File: src/rtl/eeprom_reader.sv
// eeprom_reader: burst reader for a parallel asynchronous EEPROM.
//
// A start in IDLE with a non-zero length captures base_addr/length and walks
// the EEPROM one byte at a time: SETUP (chip select, 1 cycle), ACCESS (output
// enable, ACCESS_CYCLES cycles, data registered on the last edge), HOLD (bus
// released, byte offered on rd_data/rd_valid until rd_ready). A zero-length
// start only pulses done. done pulses one cycle after the final handshake.
//
// Ports:
//   clk, rst_n          clock, asynchronous active-low reset
//   start               burst request, sampled only in IDLE
//   base_addr[15:0]     first address, captured with start
//   length[7:0]         byte count, captured with start (0 = done only)
//   ee_cs_n, ee_oe_n    EEPROM chip select / output enable (active low)
//   ee_addr[15:0]       EEPROM address, holds last value when idle
//   ee_data[7:0]        EEPROM data bus
//   rd_data, rd_valid   delivered byte and its valid flag
//   rd_ready            consumer accept
//   busy                FSM not in IDLE
//   done                one-cycle completion pulse
//   checksum[7:0]       mod-256 sum of delivered bytes of the current burst
//
// Build option: define EEPROM_READER_CHECKSUM_EN to enable the checksum;
// otherwise checksum is tied to 0x00.

module eeprom_reader #(
  parameter int unsigned ACCESS_CYCLES = 2
) (
  input  logic        clk,
  input  logic        rst_n,
  input  logic        start,
  input  logic [15:0] base_addr,
  input  logic [7:0]  length,
  output logic        ee_cs_n,
  output logic        ee_oe_n,
  output logic [15:0] ee_addr,
  input  logic [7:0]  ee_data,
  output logic [7:0]  rd_data,
  output logic        rd_valid,
  input  logic        rd_ready,
  output logic        busy,
  output logic        done,
  output logic [7:0]  checksum
);

  typedef enum logic [1:0] {
    IDLE   = 2'd0,
    SETUP  = 2'd1,
    ACCESS = 2'd2,
    HOLD   = 2'd3
  } state_t;

  localparam logic [3:0] ACC_LAST = 4'(ACCESS_CYCLES - 1);

  state_t      state;
  logic [15:0] addr_q;
  logic [7:0]  remain_q;
  logic [3:0]  acc_cnt;
  logic [7:0]  data_q;
  logic        valid_q;
  logic        done_q;

  logic start_ok;
  logic handshake;

  assign start_ok  = (state == IDLE) && start && (length != 8'd0);
  assign handshake = (state == HOLD) && valid_q && rd_ready;

  always_ff @(posedge clk or negedge rst_n) begin
    if (!rst_n) begin
      state    <= IDLE;
      addr_q   <= '0;
      remain_q <= '0;
      acc_cnt  <= '0;
      data_q   <= '0;
      valid_q  <= 1'b0;
      done_q   <= 1'b0;
    end else begin
      done_q <= 1'b0;
      unique case (state)
        IDLE: begin
          if (start) begin
            if (length != 8'd0) begin
              addr_q   <= base_addr;
              remain_q <= length;
              state    <= SETUP;
            end else begin
              done_q <= 1'b1;
            end
          end
        end
        SETUP: begin
          acc_cnt <= '0;
          state   <= ACCESS;
        end
        ACCESS: begin
          if (acc_cnt == ACC_LAST) begin
            data_q  <= ee_data;
            valid_q <= 1'b1;
            state   <= HOLD;
          end else begin
            acc_cnt <= acc_cnt + 4'd1;
          end
        end
        HOLD: begin
          if (handshake) begin
            valid_q  <= 1'b0;
            remain_q <= remain_q - 8'd1;
            if (remain_q == 8'd1) begin
              done_q <= 1'b1;
              state  <= IDLE;
            end else begin
              // 16-bit add wraps 0xFFFF -> 0x0000 naturally.
              addr_q <= addr_q + 16'd1;
              state  <= SETUP;
            end
          end
        end
        default: state <= IDLE;
      endcase
    end
  end

  // Bus strobes decode straight from state so reset releases them at once.
  assign ee_cs_n  = !((state == SETUP) || (state == ACCESS));
  assign ee_oe_n  = (state != ACCESS);
  assign ee_addr  = addr_q;
  assign rd_data  = data_q;
  assign rd_valid = valid_q;
  assign busy     = (state != IDLE);
  assign done     = done_q;

`ifdef EEPROM_READER_CHECKSUM_EN
  logic [7:0] sum_q;

  always_ff @(posedge clk or negedge rst_n) begin
    if (!rst_n) begin
      sum_q <= '0;
    end else if (start_ok) begin
      sum_q <= '0;
    end else if (handshake) begin
      sum_q <= sum_q + data_q;
    end
  end

  assign checksum = sum_q;
`else
  logic unused_start_ok;
  assign unused_start_ok = start_ok;
  assign checksum = '0;
`endif

endmodule

File: config.mk
export PLATFORM = sky130hd
export DESIGN_NAME = eeprom_reader
export DESIGN_NICKNAME = d
export VERILOG_FILES = /design/src/rtl/eeprom_reader.sv
export SDC_FILE = /design/constraint.sdc
export NUM_CORES = 1
export LEC_CHECK = 0
export CELL_PAD_IN_SITES_DETAIL_PLACEMENT = 0
export CELL_PAD_IN_SITES_GLOBAL_PLACEMENT = 1
export CORE_MARGIN = 2
export CORE_UTILIZATION = 38
export CTS_CLUSTER_SIZE = 40
export DETAILED_ROUTE_END_ITERATION = 12
export GPL_ROUTABILITY_DRIVEN = 0
export PLACE_DENSITY = 0.9
export SKIP_LAST_GASP = 1
export SLEW_MARGIN = 10
export SYNTH_ARGS = -nofsm -noshare
export SYNTH_HDL_FRONTEND = slang
export SYNTH_SLANG_ARGS = --single-unit
export TNS_END_PERCENT = 1
File: constraint.sdc
create_clock -name clk -period 5.59 [get_ports clk]
set_input_delay 1.118 -clock clk [delete_from_list [all_inputs] [get_ports clk]]
set_output_delay 1.118 -clock clk [all_outputs]
set_load 0.02 [all_outputs]
# ---- Yosys cells after proc, flatten, opt, wreduce, memory -nomap -nowiden
# Cells that the tools add are included.
dict set report word_totals {
  reg_bits 40
  inputBits 36
  out_inout_bits 37
  elab_cells 63
}
dict set report op_classes {
  add_sub_neg 3
  n_eq_ne 12
  muxes 25
  n_reduce_logical 16
}
# cell count
set op_table {}
lappend op_table {{$mux 16} 4}
lappend op_table {{$pmux 16 s2} 1}
lappend op_table {{$mux 8} 3}
lappend op_table {{$add 16x1->16 const B} 1}
lappend op_table {{$pmux 8 s2} 1}
lappend op_table {{$ne 2x2->1 const B} 6}
lappend op_table {{$eq 8x1->1 const B} 1}
lappend op_table {{$mux 2} 4}
lappend op_table {{$pmux 2 s4} 1}
lappend op_table {{$pmux 4 s2} 1}
lappend op_table {{$reduce_and 4->1} 2}
lappend op_table {{$reduce_bool 2->1} 4}
lappend op_table {{$reduce_bool 8->1} 1}
lappend op_table {{$sub 8x1->8 const B} 1}
lappend op_table {{$mux 1} 7}
lappend op_table {{$reduce_and 5->1} 1}
lappend op_table {{$add 4x1->4 const B} 1}
lappend op_table {{$eq 2x2->1 const B} 2}
lappend op_table {{$eq 4x1->1 const B} 1}
lappend op_table {{$mux 4} 1}
lappend op_table {{$pmux 1 s2} 2}
lappend op_table {{$reduce_and 2->1} 2}
lappend op_table {{$reduce_and 3->1} 1}
lappend op_table {{$eq 2x1->1 const B} 1}
lappend op_table {{5 further kinds} 6}

# ---- Logic depth before layout (Yosys ltp)
# Gate-level depths: netlist (run 1).
dict set report logic_depth {
  depth_word 5
  mapped_depth 9
  depth_no_buf 7
}

# ---- Least setup slack after synthesis (run 1)
# Ideal clock, no wire load.
dict set report synth_path {
  path_kind {input port to flip-flop}
  from {input port rd_ready}
  to {register addr_q[10], in the netlist ee_addr[10]}
  setup_time_ps 69
  arrival_time_ps 2441
  required_time_ps 5521
  slack_ps 3080
  path_stages 6
  n_path_buf 1
  cell_sequence {a21boi_0 nor3_2 nand3_2 buf_2 or4b_2 nand3_1}
}
dict set report synth_via {
  elab_chain_cells 3
}
# item line
set synth_lines {}
lappend synth_lines {{start, declared} 40} ;# input logic rd_ready,
lappend synth_lines {{$logic_and 1x1->1} 67} ;# assign handshake = (state == HOLD) && valid_q && rd_ready;
lappend synth_lines {{$ne 2x2->1 (no line)} --}
lappend synth_lines {{$reduce_and 5->1 (no line)} --}
lappend synth_lines {{end signal, assigned} 84} ;# addr_q <= base_addr;
lappend synth_lines {{end signal, assigned} 114} ;# addr_q <= addr_q + 16'd1;
lappend synth_lines {{end, declared} 56} ;# logic [15:0] addr_q;
# No other way between the ends.
# A chain may end at the register's enable or synchronous reset.

# ---- Worst setup path after layout (run 1)
dict set report layout_path {
  from {input port length[2]}
  to {register addr_q[7], in the netlist ee_addr[7]}
}
dict set report layout_via {
  elab_chain_cells 3
}
# item line
set layout_lines {}
lappend layout_lines {{start, declared} 33} ;# input logic [7:0] length,
lappend layout_lines {{$reduce_bool 8->1} 83} ;# if (length != 8'd0) begin
lappend layout_lines {{$ne 2x1->1 (no line)} --}
lappend layout_lines {{$reduce_and 5->1 (no line)} --}
# No other way between the ends.

==> flow_summary.yaml, run 1 <==
status:
  status: "complete, no violations"
layout:
  layout-drive-gt1-share_pct: 9.57
  finalInstanceArea_sq_um: 3180
  diodes: 0
  final_common_cell: "clkdlybuf4s50_1"
  area_growth_pct: 28.8
  final_nets: 370
  final_cell_mix: "63 x clkdlybuf4s50_1, 40 x dfrtp_1, 32 x nand2_1, 21 x nand3_1"
global_routing:
  grt_use_total_pct: 17.0
  grt_pass1_vias: 2109
  grt_remaining_overflow: 0
  grt_antenna_before_repair: 0
  grt_pass1_wl_um: 10000
  grt_max_degree: 58
synth:
  yosysWarnings: 0
  synth_edf_count: 0
  yosys.area.top_type: "dfrtp_1"
  synth_area_sq_um: 2470
  syn_avg_cell_area_sq_um: 9.33
  yosysTopAreaCellShare_pct: 40.5
  synth-seq-cells: 40
  synth-async-reset-ratio_pct: 100
  netlist_top_cells_area: "dfrtp_1 40%, ha_1 5.1%, nand2_1 4.9%"
  synth_cell_type_count: 47
  synthFlopType: "dfrtp_1"
  synthCells: 265
  ys_seq_area_share_pct: 40.5
clock_tree:
  worst_skew_pair.late_latency_ps: 290
  clock-sinks: 40
  htree_levels: 2
  postCtsHoldBufs: 0
  post-cts-setup-buffers: 0
  cts_tree: "done"
  cts.repair.resized: 0
  cts_made_buffers: 5
  cts_max_path_buffers: 2
  path_clk_slew_ps: 70
  cts_root_buffer: "clkbuf_8"
place:
  place_hpwl_um: 4060
  io_buffers: 64
  placed_cell_area_sq_um: 3110
sta:
  skew_ps: 3.09
  rsz0062_at_grt: "false"
  max_freq_ghz: 0.331
  fin_crit_sh_pct: 54.0
  finalSetupViolations: 0
  finalMaxSlewViolations: 0
  tightest_slew_ps: 923
  hold_ws_ps: 511
  relSlewSlack_pct: 38.4
  period_needed_ps: 3020
  tns_ps: 0
  hold_violations: 0
route:
  drc_errors: 0
  wl_per_cell_um: 14.3
  dr.pass1.iters: 4
  vias: 2166
  ant_nets: 0
  routed_wl_um: 5740
  drt_iter0_drc: 159
  vias_per_cell: 5.40
die:
  num_io_pins: 73
  die_y_um: 84.7
  start_util_pct: 39.2
  dieArea_sq_um: 7170
  die_w_um: 84.7
  rows: 29
  core_sq_um: 6310
job:
  cap_violations: 0
pwr:
  seqPwrFrac_pct: 33.2
  p_int_mw: 0.938
  swShare_pct: 44.7
  p_switching_mw: 0.758
  p_per_area_nw_per_um2: 533
  peakVddDrop_mv: 0.313
  pwr-share-clk_pct: 10.7
  power.leakage_nw: 1.33
  combPwrFrac_pct: 56.1
critical_path:
  cp.arrival_ps: 3250
  cp_max_fo: 24
  crit_required_ps: 5820
  path_class: "in2reg"
  critPathLaunchType: "primary input"
  worst_setup_path_end_kind: "flip-flop"
min_path:
  hold_path_class: "reg2reg"
-- sequential cells by signal, summed over array words and instances, names as in the netlist --
signal	cells
done	1
state	2
rd_valid	1
acc_cnt	4
ee_addr	16
remain_q	8
rd_data	8
-- power by group through the flow --
stage | Clock, mW | Sequential, mW | Combinational [mW]
6_report | 0.181 | 0.563 | 0.952
2_1_floorplan | 0 | 0.637 | 0.567
3_3_place_gp | 0 | 0.558 | 0.934
4_1_cts | 0.187 | 0.563 | 0.961
3_5_place_dp | 0 | 0.567 | 0.957
5_1_grt | 0.200 | 0.591 | 1.06
-- cells in the mapped netlist (all sizes together), types with 2 or more instances --
| master | n |
|---|---|
| nand4 | 2 |
| nor3b | 2 |
| and3 | 4 |
| a32oi | 8 |
| clkbuf | 7 |
| buf | 14 |
| mux2i | 3 |
| ha | 10 |
| a31oi | 2 |
| o22a | 10 |
| or4b | 8 |
| or3 | 3 |
| nor4 | 2 |
| o31ai | 2 |
| inv | 15 |
| nand3 | 22 |
| nor2 | 15 |
| o21ai | 10 |
| mux2 | 8 |
| nand2b | 2 |
| and2 | 3 |
| a2bb2oi | 2 |
| and4 | 3 |
| nand2 | 32 |
| dfrtp | 40 |
| nor3 | 3 |
| xor2 | 2 |
| a21boi | 2 |
| a21oi | 12 |
| o22ai | 2 |
| nand4b | 6 |
| nor2b | 2 |
-- through the flow --
stage | power [mW] | worst slack (ps) | utilization (%) | std cells
3_5_place_dp | 1.52 | 2280 | 49.2 | 394
3_3_place_gp | 1.49 | 2330 | 49.2 | 394
6_report | 1.70 | 2570 | 50.4 | 401
2_1_floorplan | 1.20 | 3080 | - | 272
4_1_cts | 1.71 | 2590 | 50.4 | 401
5_1_grt | 1.85 | 2400 | 50.4 | 401
-- logic make-up (layout without fill, tap and decap cells) --
kind of cell / count (synthesis) / in the layout / share of synthesized area, %
AND/OR/NAND/NOR: 110 / 110 / 24.9
AO/OA/AOI/OAI: 55 / 55 / 15.6
flip-flops: 40 / 40 / 40.5
buffers and inverters: 36 / 88 / 8.15
multiplexers: 11 / 11 / 4.86
adder cells (fa/ha/maj): 10 / 10 / 5.06
XOR/XNOR: 2 / 2 / 0.709
other: 1 / 8 / 0.152
-- cell type report --
class,instances,area [sq um]
fill,627,3130
multi-input combinational,196,1300
sequential,40,1000
timing repair buffer,66,651
tap,77,96.3
clock buffer,6,72.6
inverter,15,56.3
clock inverter,1,5.00
-- final timing paths --
kind,cells past startpoint,startpoint,slack [ps],to
worst min-delay path,1,rd_data[1],510,rd_data[1]
worst min register to register,1,rd_data[1],510,rd_data[1]
min in group asynchronous,1,rst_n,960,acc_cnt[2]
max in group asynchronous,1,rst_n,4050,ee_addr[11]
worst max-delay path,6,length[2],2570,ee_addr[7]
worst max register to register,7,state[0],2870,ee_addr[7]
-- layer usage --
layer | track usage (%) | up-vias | routed length, um
met1 | 23.5 | 1044 | 2650
met2 | 27.5 | 52 | 2760
met4 | 4.91 | 0 | 67
li1 | - | 1065 | -
met5 | 0 | - | 0
met3 | 3.05 | 5 | 260
-- worst max-delay path, cell delays in order --
cell and delay [ps]:
clkdlybuf4s50_1 480, nor4_1 70, nand4b_1 280, nand3_2 430, or4b_2 760, nand3_1 100
(Power assumes the default switching activity.)
==> run 2: changes to the inputs <==
Settings changed: CORE_UTILIZATION 38 to 32, PLACE_DENSITY 0.9 to 0.82.
Clock period 5.59 ns to 2.6 ns, I/O delays scaled along.
==> flow_summary.yaml, run 2 (synthesized netlist as in run 1, its figures left out) <==
status:
  status: "complete, no violations"
critical_path:
  cp_common_cell: "inv_1"
  cp_max_fo: 6
  cp.arrival_ps: 1850
  ff2ff_setup_slack_ps: 310
  cp_cell_sequence: "inv_1 -> ha_1 -> inv_1 -> clkdlybuf4s50_1"
  worst_setup_path_end_kind: "output pin"
  cp_slowest_cell: "clkdlybuf4s50_1"
  crit_required_ps: 2080
  critPathLaunchType: "flip-flop"
  path_class: "reg2out"
  critPathMaxStageDelay_ps: 640
layout:
  final_nets: 377
  fin_util_pct: 43.5
  final_cell_mix: "63 x clkdlybuf4s50_1, 40 x dfrtp_1, 32 x nand2_1, 21 x nand3_1"
  final_common_cell: "clkdlybuf4s50_1"
  largest_register_ffs: 16
  area_growth_pct: 33.9
  diodes: 0
  layout-drive-gt1-share_pct: 11.7
  fin_cells: 434
  fill_cells: 765
  finalInstanceArea_sq_um: 3310
die:
  num_io_pins: 73
  core_sq_um: 7610
  dieArea_sq_um: 8450
  die_y_um: 91.9
  die_w_um: 91.9
  rows: 32
  start_util_pct: 32.5
sta:
  finalMaxSlewViolations: 0
  finalWorstSetupSlack_ps: 228
  hold_ws_ps: 162
  rsz0062_at_grt: "false"
  finalSetupViolations: 0
  period_needed_ps: 2370
  hold_violations: 0
  tns_ps: 0
  skew_ps: 8.97
  fin_crit_sh_pct: 91.2
  max_freq_ghz: 0.422
route:
  wl_per_cell_um: 13.4
  drc_errors: 0
  ant_nets: 0
  routed_wl_um: 5820
  dr.pass1.iters: 4
  drt_iter0_drc: 93
  vias_per_cell: 5.07
  vias: 2199
global_routing:
  grt_pass1_vias: 2102
  grt_remaining_overflow: 0
  grt_antenna_before_repair: 0
  grt_max_degree: 53
  grt_use_total_pct: 14.6
  grt_pass1_wl_um: 10000
place:
  dp_cells: 426
  place_hpwl_um: 4300
  io_buffers: 64
  dpl_worst_slack_ps: 25.7
  placed_cell_area_sq_um: 3200
clock_tree:
  cts.repair.resized: 0
  cts_made_buffers: 5
  clock-sinks: 40
  cts_root_buffer: "clkbuf_8"
  worst_skew_pair.late_latency_ps: 290
  path_clk_slew_ps: 80
  htree_levels: 2
  cts_tree: "done"
  cts_max_path_buffers: 2
  post-cts-setup-buffers: 0
  postCtsHoldBufs: 0
job:
  cap_violations: 0
pwr:
  combPwrFrac_pct: 56.1
  p_int_mw: 2.24
  power.leakage_nw: 1.38
  swShare_pct: 42.5
  seqPwrFrac_pct: 31.0
  p_switching_mw: 1.65
  total_power_mw: 3.89
  pwr-share-clk_pct: 12.9
  peakVddDrop_mv: 0.392
  p_per_area_nw_per_um2: 1180
min_path:
  hold_path_class: "in2async"
run 2: changes by cell type in the layout (fill, tap and decap cells not counted):
cell       previous run  this run
buf_4                 2         8
buf_12                0         1
bufinv_16             0         1
run 2: worst max-delay path, delay by kind of cell, from the launching register on:
kind                       cells  cell delay, ps
adders and majority gates      1             240
buffers and inverters          3             910
DFF                            1             420
run 2: layout make-up:
type	count	area (sq um)	area share (%)
timing repair buffer	73	716	21.6
multi-input combinational	196	1300	39.3
sequential	40	1000	30.2
clock inverter	2	35.0	1.06
clock buffer	6	72.6	2.19
tap	102	128	3.85
inverter	15	56.3	1.70
run 2: worst paths after layout:
check                           cells past startpoint           to  startpoint
worst max-delay path                                4      ee_oe_n    state[0]
worst min-delay path                                1   acc_cnt[1]       rst_n
worst max register to register                      6   ee_addr[6]    state[0]
worst min register to register                      1   rd_data[2]  rd_data[2]
max in group asynchronous                           2  ee_addr[12]       rst_n
min in group clk                                    1   rd_data[2]  rd_data[2]
run 2: per-layer routing:
metal / wire, um / share of wire, % / track usage, % / vias to the layer above
met2: 2610 / 45 / 22.4 / 57
met5: 0 / 0 / 0 / -
met4: 82 / 1.4 / 4.48 / 0
met1: 2810 / 48 / 20.5 / 1050
li1: - / - / - / 1085
met3: 312 / 5.4 / 3.62 / 7
run 2: power by group through the flow:
stage          Clock [mW]  Sequential [mW]  Combinational [mW]
2_1_floorplan           0             1.37                1.22
3_3_place_gp            0             1.21                2.17
3_5_place_dp            0             1.22                2.20
4_1_cts             0.514             1.21                2.21
5_1_grt             0.543             1.27                2.42
6_report            0.502             1.21                2.19
